$ cat config.mk
export PLATFORM = sky130hd
export DESIGN_NAME = mtimer
export DESIGN_NICKNAME = d
export VERILOG_FILES = /design/src/rtl/mtimer_pkg.sv /design/src/rtl/mtimer_prescaler.sv /design/src/rtl/mtimer.sv
export SDC_FILE = /design/constraint.sdc
export NUM_CORES = 1
export LEC_CHECK = 0
export ABC_AREA = 1
export BUFFER_PORTS_ARGS = -buffer_cell sky130_fd_sc_hd__buf_2
export CAP_MARGIN = 10
export CORE_AREA = 2 2 158 160
export CTS_CLUSTER_SIZE = 12
export DETAILED_ROUTE_END_ITERATION = 12
export DIE_AREA = 0 0 160 162
export PLACE_DENSITY = 0.7
export SYNTH_ARGS = -nofsm -noshare
export SYNTH_HDL_FRONTEND = slang
export SYNTH_HIERARCHICAL = 1
export SYNTH_SLANG_ARGS = --single-unit
$ cat constraint.sdc
create_clock -name i_clk -period 1.9 [get_ports i_clk]
set_input_delay 0.095 -clock i_clk [delete_from_list [all_inputs] [get_ports i_clk]]
set_output_delay 0.095 -clock i_clk [all_outputs]
set_load 0.01 [all_outputs]
$ cat src/rtl/mtimer_pkg.sv
// Shared definitions for the RISC-V machine timer: register offsets,
// reset values and the default bus window base address.
`ifndef XLEN
`define XLEN 32
`endif

package mtimer_pkg;

  // Word offsets within the 16-byte register window, taken from addr[3:2].
  typedef enum logic [1:0] {
    MTIME_LO    = 2'd0,
    MTIME_HI    = 2'd1,
    MTIMECMP_LO = 2'd2,
    MTIMECMP_HI = 2'd3
  } reg_off_e;

  localparam logic [63:0] MTIMECMP_RST      = 64'hFFFF_FFFF_FFFF_FFFF;
  localparam logic [31:0] BASE_ADDR_DEFAULT = 32'h0200_0000;
  localparam int unsigned WINDOW_BYTES      = 16;

endpackage

$ cat src/rtl/mtimer_prescaler.sv
// Divides the clock down to an mtime increment strobe: o_tick is high in
// the cycle the count equals PRESCALE-1, after which the count wraps to 0.
module mtimer_prescaler #(
  parameter int unsigned PRESCALE = 1
) (
  input  logic i_clk,
  input  logic i_rst,
  input  logic i_clr,
  output logic o_tick
);

  localparam int unsigned CW = (PRESCALE > 1) ? $clog2(PRESCALE) : 1;
  localparam logic [CW-1:0] LAST = CW'(PRESCALE - 1);

  logic [CW-1:0] count;

  assign o_tick = (count == LAST);

  // NOTE: sequential state uses non-blocking assignments so every register
  // updates from pre-edge values regardless of statement order.
  always_ff @(posedge i_clk) begin
    if (!i_rst) begin
      count <= '0;
    end else if (i_clr || o_tick) begin
      count <= '0;
    end else begin
      count <= count + 1'b1;
    end
  end

endmodule

$ cat src/rtl/mtimer.sv
// RISC-V machine timer: 64-bit mtime/mtimecmp on a one-cycle request/ack
// bus, producing the registered machine timer-interrupt-pending level.
module mtimer
  import mtimer_pkg::*;
#(
  parameter int unsigned       PRESCALE  = 1,
  parameter logic [`XLEN-1:0]  BASE_ADDR = `XLEN'(BASE_ADDR_DEFAULT)
) (
  input  logic              i_clk,
  input  logic              i_rst,
  input  logic              i_req,
  input  logic              i_we,
  input  logic [`XLEN-1:0]  i_addr,
  input  logic [`XLEN-1:0]  i_wdata,
  output logic [`XLEN-1:0]  o_rdata,
  output logic              o_ack,
  output logic              o_sel,
  output logic              o_Int_tip
);

  logic [63:0]      mtime;
  logic [63:0]      mtimecmp;
  logic [31:0]      hi_shadow;
  logic [`XLEN-1:0] rel_addr;
  logic [1:0]       off;
  logic             accept;
  logic             wr_en;
  logic             rd_en;
  logic             mtime_wr;
  logic             tick;
  logic [31:0]      rd_val;

  // Unsigned distance from the base makes the window check wrap-safe.
  assign rel_addr = i_addr - BASE_ADDR;
  assign o_sel    = (rel_addr < `XLEN'(WINDOW_BYTES));
  assign off      = i_addr[3:2];
  assign accept   = i_req && o_sel;
  assign wr_en    = accept && i_we;
  assign rd_en    = accept && !i_we;
  assign mtime_wr = wr_en && (off == MTIME_LO || off == MTIME_HI);

  mtimer_prescaler #(
    .PRESCALE (PRESCALE)
  ) u_prescaler (
    .i_clk  (i_clk),
    .i_rst  (i_rst),
    .i_clr  (mtime_wr),
    .o_tick (tick)
  );

  // NOTE: rd_val gets its default before the case so no path infers a latch.
  always_comb begin
    rd_val = '0;
    case (reg_off_e'(off))
      MTIME_LO:    rd_val = mtime[31:0];
      MTIME_HI:    rd_val = hi_shadow;
      MTIMECMP_LO: rd_val = mtimecmp[31:0];
      MTIMECMP_HI: rd_val = mtimecmp[63:32];
      default:     rd_val = '0;
    endcase
  end

  always_ff @(posedge i_clk) begin
    if (!i_rst) begin
      mtime     <= '0;
      mtimecmp  <= MTIMECMP_RST;
      hi_shadow <= '0;
      o_ack     <= 1'b0;
      o_rdata   <= '0;
      o_Int_tip <= 1'b0;
    end else begin
      o_ack   <= accept;
      o_rdata <= rd_en ? `XLEN'(rd_val) : '0;

      // Reading the low half freezes the high half for the following read.
      if (rd_en && off == MTIME_LO) begin
        hi_shadow <= mtime[63:32];
      end

      // A software write beats a coincident tick; the increment is dropped.
      if (wr_en && off == MTIME_LO) begin
        mtime[31:0] <= i_wdata[31:0];
      end else if (wr_en && off == MTIME_HI) begin
        mtime[63:32] <= i_wdata[31:0];
      end else if (tick) begin
        mtime <= mtime + 64'd1;
      end

      if (wr_en && off == MTIMECMP_LO) begin
        mtimecmp[31:0] <= i_wdata[31:0];
      end else if (wr_en && off == MTIMECMP_HI) begin
        mtimecmp[63:32] <= i_wdata[31:0];
      end

      o_Int_tip <= (mtime >= mtimecmp);
    end
  end

endmodule

==> impl_metrics.env <==
export IMPL_status="complete, but fails checks"
export IMPL_violations="negative setup slack"
export IMPL_post_dp_hpwl_um=37600
export IMPL_netlist_area_um2=11900
export IMPL_grt_use_total_pct=38.1
export IMPL_synth_edf_count=0
export IMPL_final_nets=2248
export IMPL_synth_most_common_cell="nand2_1"
export IMPL_cts_max_path_buffers=2
export IMPL_hold_viol_final=0
export IMPL_fillCellCount=2240
export IMPL_slew_headroom_pct=43.7
export IMPL_antennaDiodeCount=0
export IMPL_worst_slew_pin_slew_ns=0.844
export IMPL_hold_class="in -> reg"
export IMPL_p_comb_share_pct=7.9
export IMPL_dp_cells=2388
export IMPL_fin_cells=2451
export IMPL_cp_max_fo=3
export IMPL_cap_violations=0
export IMPL_root_buffer="clkbuf_16"
export IMPL_placementRows=57
export IMPL_grt_pass1_wl_um=74800
export IMPL_seq_area_frac_synth_pct=32.8
export IMPL_wl_met3_um=5950
export IMPL_path_clk_slew_ns=0.08
export IMPL_die_w_um=160
export IMPL_final_min_clock_period_ns=1.95
export IMPL_core_area_um2=24100
export IMPL_vias_per_cell=5.54
export IMPL_crit_start="mtime[38]"
export IMPL_p_leak_nw=8.29
export IMPL_r2r_slack_ns=-0.05
export IMPL_switchingPower_w=0.00235
export IMPL_grt_pass1_vias=12800
export IMPL_synth_top_area_cell="dfxtp_1"
export IMPL_fin_util_pct=66.6
export IMPL_cp_data_arrival_time_ns=2.35
export IMPL_reg2reg_from="mtime[38]"
export IMPL_path_class="reg -> reg"
export IMPL_synth_area_top_cells="dfxtp_1 33%, nand2_1 15%, nor2_1 11%, inv_1 7.6%, ha_1 6.9%"
export IMPL_routabilityCongestion=1.11
export IMPL_postLayoutCellArea_um2=16100
export IMPL_hold_start="i_wdata[21]"
export IMPL_switching_share_pct=27.2
export IMPL_syn_inst=1815
export IMPL_wl_met2_um=20900
export IMPL_wirelength_um=50000
export IMPL_period_share_pct=103
export IMPL_grt_antenna_before_repair=0
export IMPL_ir_drop_v=0.000595
export IMPL_routedWlPerCell_um=20.4
export IMPL_htree_num_levels=4
export IMPL_yosys_cell_types_count=39
export IMPL_area_growth_pct=35.0
export IMPL_dieArea_um2=25900
export IMPL_end_kind="flip-flop"
export IMPL_antenna_left=0
export IMPL_drt_met1_wl_um=21600
export IMPL_synthesis_nets=1949
export IMPL_power_frac_seq_pct=47.0
export IMPL_drc=0
export IMPL_drt_first_pass_iters=8
export IMPL_io_pins=103
export IMPL_start_util_pct=49.3
export IMPL_fmax_mhz=512
export IMPL_vias=13600
export IMPL_finalSetupViolations=2
export IMPL_grt_overflow_total=0
export IMPL_rsz0062_at_grt="true"
export IMPL_numCtsBuffers=17
export IMPL_dieHeight_um=162
export IMPL_synth_warnings=6
export IMPL_maxSlewViolCount=0
export IMPL_skew_ns=0.0124
export IMPL_powerDensity_nw_per_um2=539
export IMPL_dp_slack_ns=-0.279
export IMPL_asyncSetResetFlopFracSynth_pct=0
export IMPL_port_buffers=100
export IMPL_synthTopCellsByCount="468 x nand2_1, 334 x nor2_1, 240 x inv_1, 195 x dfxtp_1, 82 x nand3_1"
export IMPL_syn_avg_cell_area_um2=6.55
export IMPL_synth_ff_type="dfxtp_1"
export IMPL_dpl_instance_area_um2=14400
export IMPL_cp_required_ns=2.29
export IMPL_ys_ff_latch=195
export IMPL_start_kind="flip-flop"
export IMPL_cts_sinks=195
export IMPL_clkLatencyLatePin_ns=0.44
export IMPL_cts_tree="built"
export IMPL_synth_top_area_share_pct=32.8
export IMPL_topRoutingLayerUsed="met4"
export IMPL_timing_final_ws_setup_ns=-0.0545
export IMPL_drtIter0Drc=1708
export IMPL_p_int_w=0.00631
export IMPL_grt_max_degree=91
export IMPL_clkPwrFrac_pct=45.1
export IMPL_drive_above_1_share_pct=27.5
-- state kept, by name, summed over array words and instances (netlist names) --
signal / flops
mtime: 64
mtimecmp: 64
hi_shadow: 32
o_rdata: 32
o_Int_tip: 1
o_ack: 1
u_prescaler/count: 1
-- area by class of cell --
class                   instances  area, um2  area share, %
flip-flops and latches        195       4030           25.1
well taps                     324        405           2.53
clock buffers                  18        429           2.67
inverters                     244        916           5.71
repair buffers                356       2730           17.0
clock inverters                14        186           1.16
multi-input cells            1300       7360           45.9
-- what timing repair did --
item | CTS | global route
hold buffers | 19 | 0
pin swaps | 9 | 47
buffers inserted | 3 | 9
gates resized for setup | 70 | 179
setup endpoints to repair | 37 | 50
endpoints found under the hold margin | 38 | 0
-- worst paths after layout --
| path | end | cells past startpoint |
|---|---|---|
| hold reg to reg | hi_shadow[12] | 2 |
| setup reg to reg | o_Int_tip | 10 |
| hold / removal | mtimecmp[53] | 3 |
| setup / recovery | o_Int_tip | 10 |
-- kinds of logic (layout without fill, tap and decap cells) --
group / count (synthesis) / after routing / share of synthesized area (%)
AOI/OAI and AO/OA: 212 / 212 / 12.1
buffers and inverters: 320 / 632 / 10.5
DFF: 195 / 195 / 32.8
xor gates and xnor gates: 59 / 59 / 4.35
adders and majority gates: 66 / 66 / 6.95
other: 1 / 1 / 0.0315
and+or+nand+nor: 962 / 962 / 33.2
-- stage by stage --
stage	setup TNS [ns]	total power, W	hold slack (ns)
floorplan	0	0.00448	0.288
global placement	-2.57	0.00481	0.428
detailed placement	-10.63	0.00482	0.430
CTS	-0.0318	0.00865	0.00144
global route	-0.630	0.00884	0.0221
finish	-0.0609	0.00866	0.0141
-- cell usage in the layout (no fill, tap or decap), types with 17 or more instances in the layout --
| cell | n |
|---|---|
| nor2_1 | 266 |
| nand4_1 | 33 |
| o221ai_1 | 18 |
| buf_12 | 20 |
| o211ai_1 | 67 |
| nand2_1 | 435 |
| buf_4 | 215 |
| nand3_1 | 74 |
| nor2_2 | 54 |
| xor2_1 | 50 |
| buf_2 | 100 |
| ha_1 | 61 |
| dfxtp_4 | 20 |
| nand2_2 | 32 |
| nor2_4 | 17 |
| a21oi_1 | 59 |
| dfxtp_1 | 138 |
| a211oi_1 | 33 |
| dlygate4sd3_1 | 19 |
| inv_1 | 238 |
| clkbuf_16 | 17 |
| dfxtp_2 | 37 |
-- critical path, stage by stage, from the launching register on --
cell,delay (ns)
dfxtp_4,0.35
buf_6,0.12
ha_4,0.26
nand2_4,0.06
nor2_4,0.13
nand4_1,0.36
nor3b_2,0.32
nand4_1,0.10
nand3_1,0.09
nand2_1,0.05
inv_1,0.06
-- per-layer routing --
layer  vias to the layer above  track usage, %
li1                       6423               -
met1                      6292            54.7
met2                       782            57.1
met3                        88            8.17
met4                         0            11.6
met5                         -               0
-- power groups by stage --
stage | Combinational, W | Clock [W] | Sequential, W
final | 0.000687 | 0.00390 | 0.00407
after global routing | 0.000719 | 0.00405 | 0.00407
after CTS | 0.000659 | 0.00389 | 0.00409
after detailed placement | 0.000625 | 0 | 0.00419
after global placement | 0.000622 | 0 | 0.00419
after floorplan | 0.000287 | 0 | 0.00419
Power figures use the tool's default switching activity.
